**src/rtl/pc_predictor.sv**
```systemverilog
// Fetch-stage next-PC generator: gshare direction prediction, return-address stack for
// call/return pairs, branch-resolution rollback and a saturating mispredict counter.
module pc_predictor #(
  parameter int unsigned XLEN         = 32,
  parameter int unsigned INDEX_BITS   = 6,
  parameter int unsigned HISTORY_BITS = 4,
  parameter int unsigned COUNTER_BITS = 2,
  parameter int unsigned RAS_DEPTH    = 4
) (
  input  logic                  clk,
  input  logic                  rst,
  input  logic                  ena,
  input  logic                  in_fetcher_ena,
  input  logic [XLEN-1:0]       in_last_pc,
  input  logic [31:0]           in_last_inst,
  output logic [XLEN-1:0]       out_next_pc,
  output logic                  out_next_taken,
  output logic [INDEX_BITS-1:0] out_pred_index,
  input  logic                  in_forwarding_ena,
  input  logic [INDEX_BITS-1:0] in_forwarding_index,
  input  logic                  in_forwarding_branch_taken,
  input  logic                  in_misbranch,
  input  logic [XLEN-1:0]       in_forwarding_correct_address,
  output logic                  out_rollback,
  output logic [XLEN-1:0]       out_rollback_pc,
  output logic [31:0]           out_mispredict_count
);

  localparam int unsigned Entries = 1 << INDEX_BITS;
  localparam int unsigned HistW   = (HISTORY_BITS > 0) ? HISTORY_BITS : 1;
  localparam int unsigned PtrW    = (RAS_DEPTH > 1) ? $clog2(RAS_DEPTH) : 1;
  localparam int unsigned CntW    = $clog2(RAS_DEPTH + 1);

  localparam logic [COUNTER_BITS-1:0] CtrInit = COUNTER_BITS'(1 << (COUNTER_BITS - 1));
  localparam logic [COUNTER_BITS-1:0] CtrMax  = '1;
  localparam logic [PtrW-1:0]         PtrLast = PtrW'(RAS_DEPTH - 1);
  localparam logic [CntW-1:0]         CntFull = CntW'(RAS_DEPTH);

  localparam logic [6:0] OpBranch = 7'b1100011;
  localparam logic [6:0] OpJal    = 7'b1101111;
  localparam logic [6:0] OpJalr   = 7'b1100111;

  logic [XLEN-1:0]         pc_q, pc_d;
  logic                    taken_q, taken_d;
  logic [INDEX_BITS-1:0]   idx_q, idx_d;
  logic [HistW-1:0]        hist_q;
  logic [COUNTER_BITS-1:0] ctr_q [Entries];
  logic [XLEN-1:0]         ras_q [RAS_DEPTH];
  logic [PtrW-1:0]         ras_ptr_q;
  logic [CntW-1:0]         ras_cnt_q;
  logic [31:0]             mcnt_q;

  logic [6:0]            opcode;
  logic [4:0]            rd, rs1;
  logic [XLEN-1:0]       b_imm, j_imm, pc_plus4;
  logic [INDEX_BITS-1:0] hist_ext, pred_idx;
  logic                  ctr_taken, link_rd, is_ret;
  logic [PtrW-1:0]       ptr_next, ptr_prev;
  logic                  ras_push, ras_pop, ras_clear;

  assign opcode   = in_last_inst[6:0];
  assign rd       = in_last_inst[11:7];
  assign rs1      = in_last_inst[19:15];
  assign b_imm    = {{(XLEN-12){in_last_inst[31]}}, in_last_inst[7], in_last_inst[30:25],
                     in_last_inst[11:8], 1'b0};
  assign j_imm    = {{(XLEN-20){in_last_inst[31]}}, in_last_inst[19:12], in_last_inst[20],
                     in_last_inst[30:21], 1'b0};
  assign pc_plus4 = in_last_pc + XLEN'(4);

  // With zero history bits the one-bit hist_q is never folded into the index.
  assign hist_ext  = (HISTORY_BITS == 0) ? '0 : INDEX_BITS'(hist_q);
  assign pred_idx  = in_last_pc[INDEX_BITS+1:2] ^ hist_ext;
  assign ctr_taken = ctr_q[pred_idx][COUNTER_BITS-1];

  assign link_rd = (rd == 5'd1) || (rd == 5'd5);
  assign is_ret  = (opcode == OpJalr) && (rd == 5'd0) && ((rs1 == 5'd1) || (rs1 == 5'd5));

  assign ptr_next = (ras_ptr_q == PtrLast) ? '0 : ras_ptr_q + PtrW'(1);
  assign ptr_prev = (ras_ptr_q == '0) ? PtrLast : ras_ptr_q - PtrW'(1);

  assign out_next_pc          = pc_q;
  assign out_next_taken       = taken_q;
  assign out_pred_index       = idx_q;
  assign out_rollback         = in_misbranch;
  assign out_rollback_pc      = in_forwarding_correct_address;
  assign out_mispredict_count = mcnt_q;

  always_comb begin
    pc_d      = pc_q;
    taken_d   = taken_q;
    idx_d     = idx_q;
    ras_push  = 1'b0;
    ras_pop   = 1'b0;
    ras_clear = 1'b0;
    if (ena) begin
      if (in_misbranch) begin
        pc_d      = in_forwarding_correct_address;
        taken_d   = in_forwarding_branch_taken;
        ras_clear = 1'b1;
      end else if (in_fetcher_ena) begin
        case (opcode)
          OpBranch: begin
            taken_d = ctr_taken;
            pc_d    = ctr_taken ? in_last_pc + b_imm : pc_plus4;
            idx_d   = pred_idx;
          end
          OpJal: begin
            pc_d     = in_last_pc + j_imm;
            taken_d  = 1'b1;
            ras_push = link_rd;
          end
          default: begin
            if (is_ret && (ras_cnt_q != '0)) begin
              pc_d    = ras_q[ptr_prev];
              taken_d = 1'b1;
              ras_pop = 1'b1;
            end else begin
              pc_d    = pc_plus4;
              taken_d = 1'b0;
            end
          end
        endcase
      end
    end
  end

  always_ff @(posedge clk or negedge rst) begin
    if (!rst) begin
      pc_q    <= '0;
      taken_q <= 1'b0;
      idx_q   <= '0;
    end else begin
      pc_q    <= pc_d;
      taken_q <= taken_d;
      idx_q   <= idx_d;
    end
  end

  // Circular stack: a push when full overwrites the oldest slot.
  always_ff @(posedge clk or negedge rst) begin
    if (!rst) begin
      ras_ptr_q <= '0;
      ras_cnt_q <= '0;
      for (int i = 0; i < RAS_DEPTH; i++) ras_q[i] <= '0;
    end else if (ras_clear) begin
      ras_cnt_q <= '0;
    end else if (ras_push) begin
      ras_q[ras_ptr_q] <= pc_plus4;
      ras_ptr_q        <= ptr_next;
      if (ras_cnt_q != CntFull) ras_cnt_q <= ras_cnt_q + CntW'(1);
    end else if (ras_pop) begin
      ras_ptr_q <= ptr_prev;
      ras_cnt_q <= ras_cnt_q - CntW'(1);
    end
  end

  // Table and history train on resolved branches regardless of ena.
  always_ff @(posedge clk or negedge rst) begin
    if (!rst) begin
      hist_q <= '0;
      for (int i = 0; i < Entries; i++) ctr_q[i] <= CtrInit;
    end else if (in_forwarding_ena) begin
      hist_q <= HistW'({hist_q, in_forwarding_branch_taken});
      if (in_forwarding_branch_taken) begin
        if (ctr_q[in_forwarding_index] != CtrMax) begin
          ctr_q[in_forwarding_index] <= ctr_q[in_forwarding_index] + COUNTER_BITS'(1);
        end
      end else if (ctr_q[in_forwarding_index] != '0) begin
        ctr_q[in_forwarding_index] <= ctr_q[in_forwarding_index] - COUNTER_BITS'(1);
      end
    end
  end

  always_ff @(posedge clk or negedge rst) begin
    if (!rst) begin
      mcnt_q <= '0;
    end else if (ena && in_misbranch && (mcnt_q != 32'hFFFF_FFFF)) begin
      mcnt_q <= mcnt_q + 32'd1;
    end
  end

endmodule
```
**config.mk**
```make
export PLATFORM = sky130hd
export DESIGN_NAME = pc_predictor
export DESIGN_NICKNAME = d
export VERILOG_FILES = /design/src/rtl/pc_predictor.sv
export SDC_FILE = /design/constraint.sdc
export NUM_CORES = 1
export LEC_CHECK = 0
export CAP_MARGIN = 5
export CORE_ASPECT_RATIO = 0.7
export CORE_MARGIN = 2
export CORE_UTILIZATION = 54
export CTS_BUF_LIST = sky130_fd_sc_hd__clkbuf_8
export CTS_CLUSTER_SIZE = 40
export DETAILED_ROUTE_END_ITERATION = 10
export PLACE_DENSITY_LB_ADDON = 0.15
export SYNTH_ARGS = -nofsm -noshare
export SYNTH_HDL_FRONTEND = slang
export SYNTH_SLANG_ARGS = --single-unit
```
**constraint.sdc**
```tcl
create_clock -name clk -period 2.9 [get_ports clk]
set_input_delay 0.435 -clock clk [delete_from_list [all_inputs] [get_ports clk]]
set_output_delay 0.435 -clock clk [all_outputs]
set_load 0.05 [all_outputs]
```
==> results_dict.tcl <==
set metrics [dict create \
    syn_avg_cell_area_sq_um 10.02 \
    area_delta_synth_final_pct 40.04 \
    synth_edf_count 0 \
    final_common_cell "buf_4" \
    numCtsBuffers 51 \
    hold_class "input pin to asynchronous set/reset pin" \
    finalWorstSetupSlack_ns -0.4358 \
    seq_power_share_pct 39.4 \
    ff2ff_setup_slack_ns -0.43 \
    avgRoutedWirePerCell_um 23.06 \
    critPathMaxStageDelay_ns 0.51 \
    setup_violations 160 \
    synth_ff_type "dfrtp_1" \
    timing.fmax_mhz 299.8 \
    fp-row-count 58 \
    clkPwrFrac_pct 28.7 \
    grt_start_max_net_pins 86 \
    drv_cap 0 \
    synth_area_leaders "dfrtp_1 34%, dfstp_2 8.4%, mux2_2 8.3%" \
    wl_um 70760 \
    initial_core_util_pct 55.15 \
    ys_async_sr_fraction_pct 100.0 \
    yosysTopAreaCell "dfrtp_1" \
    outcome "finished with violations" \
    netlist_area_sq_um 19970 \
    die_height_um 164.9 \
    die_area_sq_um 38560 \
    io_pins 213 \
    crit_type "input pin to flop" \
    gp_congestion 1.018 \
    vias 19022 \
    p_int_w 0.009727 \
    grt_pass1_wl_um 107800 \
    dp_slack_ns -1.529 \
    fin_tns_setup_ns -52.67 \
    coreArea_sq_um 36210 \
    hold_viol 0 \
    grt_usage_pct 36.45 \
    period_share_pct 115.0 \
    pwr_density_cell_nw_per_um2 523.5 \
    tightest_slew_ns 0.8646 \
    end_kind "flop" \
    insertedDiodeCount 0 \
    detail-route-antenna-nets 0 \
    worst_path_max_delay_cell "mux4_2" \
    finClkSkew_ns 0.03961 \
    p_sw_w 0.004913 \
    ir_worst_vdd_v 0.0006639 \
    die-width_um 233.9 \
    postSynthCellCount 1994 \
    post-place-cells 2950 \
    p_leak_nw 12.05 \
    drtPass1Iterations 6 \
    grt_pass1_vias 18910 \
    crit_path_start_kind "input pin" \
    htreeDepth 2 \
    cts_tree "yes" \
    drc 0 \
    slew_violations 0 \
    routed_via_density 6.200 \
    final_cell_mix "398 x buf_4, 269 x dfrtp_1, 207 x clkdlybuf4s50_1" \
    ys_types 80 \
    drt_iter0_drc 2016 \
    yosys_warnings 0 \
    finalCoreUtilization_pct 77.23 \
    synth-seq-cells 336 \
    nets 2713 \
    critPathBufInv 4 \
    holdWs_ns 0.3526 \
    drive_gt1_share_pct 36.79 \
    critical_path_arrival_ns 3.84 \
    insertion_delay_ns 0.63 \
    fin_crit_ns 3.336 \
    clockBufferDepth 3 \
    slew_headroom_pct 41.87 \
    required_ns 3.41 \
    layout.cells.non_filler 3068 \
    combPwrFrac_pct 31.9 \
    syn_nets 2157 \
    cp_cell_sequence "clkdlybuf4s15_2 > buf_4 > nand3_2 > buf_4 > o22ai_1 > nor4_2 > a21oi_1 > mux4_2 > ha_4 > mux2i_2 > nand2_2 > nor2_4 > nand3b_1 > buf_6 > nor2_4 > mux2_4" \
    numPortBuffers 212 \
    netSwitchingFraction_pct 33.56 \
    crit_fanout 8 \
    cts.sinks 336 \
    clk_pin_slew_ns 0.07 \
    fillers 2354 \
    seq_area_frac_synth_pct 42.50 \
    antenna_found_initial 3 \
    dp_hpwl_um 50850 \
    cts_root_buffer "clkbuf_8" \
    grt_overflow_total 0 \
    synth_top_area_share_pct 34.08 \
    cpLargestDelayFamily "simple AND/OR/NAND/NOR gates" \
    rsz0062_at_grt "yes" \
    violations "setup timing" \
]
## synthesized netlist by cell type (5+ instances only)
| master | n |
|---|---|
| nor3_1 | 28 |
| mux4_1 | 10 |
| and3_1 | 19 |
| nand2_1 | 198 |
| mux4_2 | 40 |
| o221ai_1 | 18 |
| buf_4 | 35 |
| o211ai_1 | 14 |
| nand4_1 | 24 |
| a221oi_2 | 7 |
| and4_1 | 6 |
| nand3_1 | 46 |
| nor2_1 | 186 |
| mux2i_1 | 23 |
| o21ai_0 | 181 |
| o21bai_1 | 9 |
| xnor2_1 | 68 |
| mux2_2 | 148 |
| a221oi_1 | 6 |
| o21a_1 | 8 |
| a211oi_1 | 12 |
| or2_2 | 6 |
| clkbuf_1 | 94 |
| nand2b_1 | 18 |
| and2_1 | 5 |
| ha_1 | 51 |
| buf_1 | 11 |
| inv_1 | 28 |
| a31oi_1 | 19 |
| a21o_1 | 15 |
| xor2_1 | 44 |
| dfstp_2 | 64 |
| nor4_1 | 6 |
| a22oi_1 | 28 |
| nand3b_1 | 34 |
| a21oi_1 | 116 |
| o22ai_1 | 23 |
| o31ai_1 | 7 |
| dfrtp_1 | 272 |
## power groups by stage
| stage | combinational (W) | sequential, W | clock [W] |
|---|---|---|---|
| floorplan | 0.00187 | 0.00597 | 0 |
| finish | 0.00467 | 0.00577 | 0.00420 |
| CTS | 0.00446 | 0.00571 | 0.00424 |
| global route | 0.00491 | 0.00580 | 0.00447 |
| detailed placement | 0.00398 | 0.00577 | 0 |
| global placement | 0.00388 | 0.00579 | 0 |
## area by class of cell
type | count | area (sq um) | area share, %
well taps | 480 | 600.6 | 2.148
clock inverters | 29 | 225.2 | 0.8053
multi-input cells | 1481 | 11920 | 42.63
clock buffers | 62 | 853.3 | 3.051
flip-flops and latches | 336 | 8492 | 30.37
repair buffers | 651 | 5759 | 20.59
inverters | 29 | 113.9 | 0.4071
## path summary, 6_finish.rpt
| kind | startpoint | endpoint | cells after the start |
|---|---|---|---|
| worst max-delay path | in_forwarding_index[0] | flop | 16 |
| worst min-delay path | rst | asynchronous set/reset pin | 2 |
| worst max register to register | flop | flop | 15 |
| worst min register to register | ras_q[112] | ras_q[112] | 2 |
| max in group asynchronous | rst | ctr_q[109] | 3 |
| min in group clk | in_misbranch | out_next_taken | 4 |
## what timing repair did
item                                    CTS  global route
buffers inserted                         21             5
pin swaps                                69            31
gates resized for setup                 271            68
cloned                                    3             0
endpoints found under the setup margin  160           164
hold endpoints to repair                 28             0
hold buffers                              1             0
## stage by stage
stage	power [W]	area (sq um)
after floorplan	0.007831	20070
after global placement	0.009671	25350
after detailed placement	0.009751	25350
after CTS	0.01441	27680
after global routing	0.01517	27970
final	0.01464	27970
## worst reg2reg max path, stage by stage (launching register included)
cell      delay [ns]
dfrtp_1         0.40
mux2i_1         0.11
nand2_1         0.08
o21ai_1         0.07
o21ai_1         0.17
o221ai_1        0.13
mux2_4          0.27
mux4_2          0.50
ha_4            0.18
mux2i_2         0.16
nand2_2         0.12
nor2_4          0.20
nand3b_1        0.16
buf_6           0.20
nor2_4          0.14
mux2_4          0.31
## cells by family (layout without fill, tap and decap cells)
family / Yosys count / after routing / synth area share, %
DFF: 336 / 336 / 42.50
buffers and inverters: 178 / 771 / 4.248
xor gates and xnor gates: 115 / 115 / 5.213
muxes: 222 / 222 / 15.44
adders and majority gates: 54 / 54 / 3.496
AOI/OAI and AO/OA: 496 / 496 / 15.32
and+or+nand+nor: 593 / 594 / 13.78
## layer usage
metal / vias to the layer above / track usage [%] / wire length, um
li1: 8342 / - / -
met1: 9466 / 51.43 / 29900
met2: 1030 / 53.01 / 30800
met3: 180 / 12.33 / 7916
met4: 4 / 10.73 / 2114
met5: - / 2.995 / 27
Note: power is estimated with default switching activity, not from simulation.
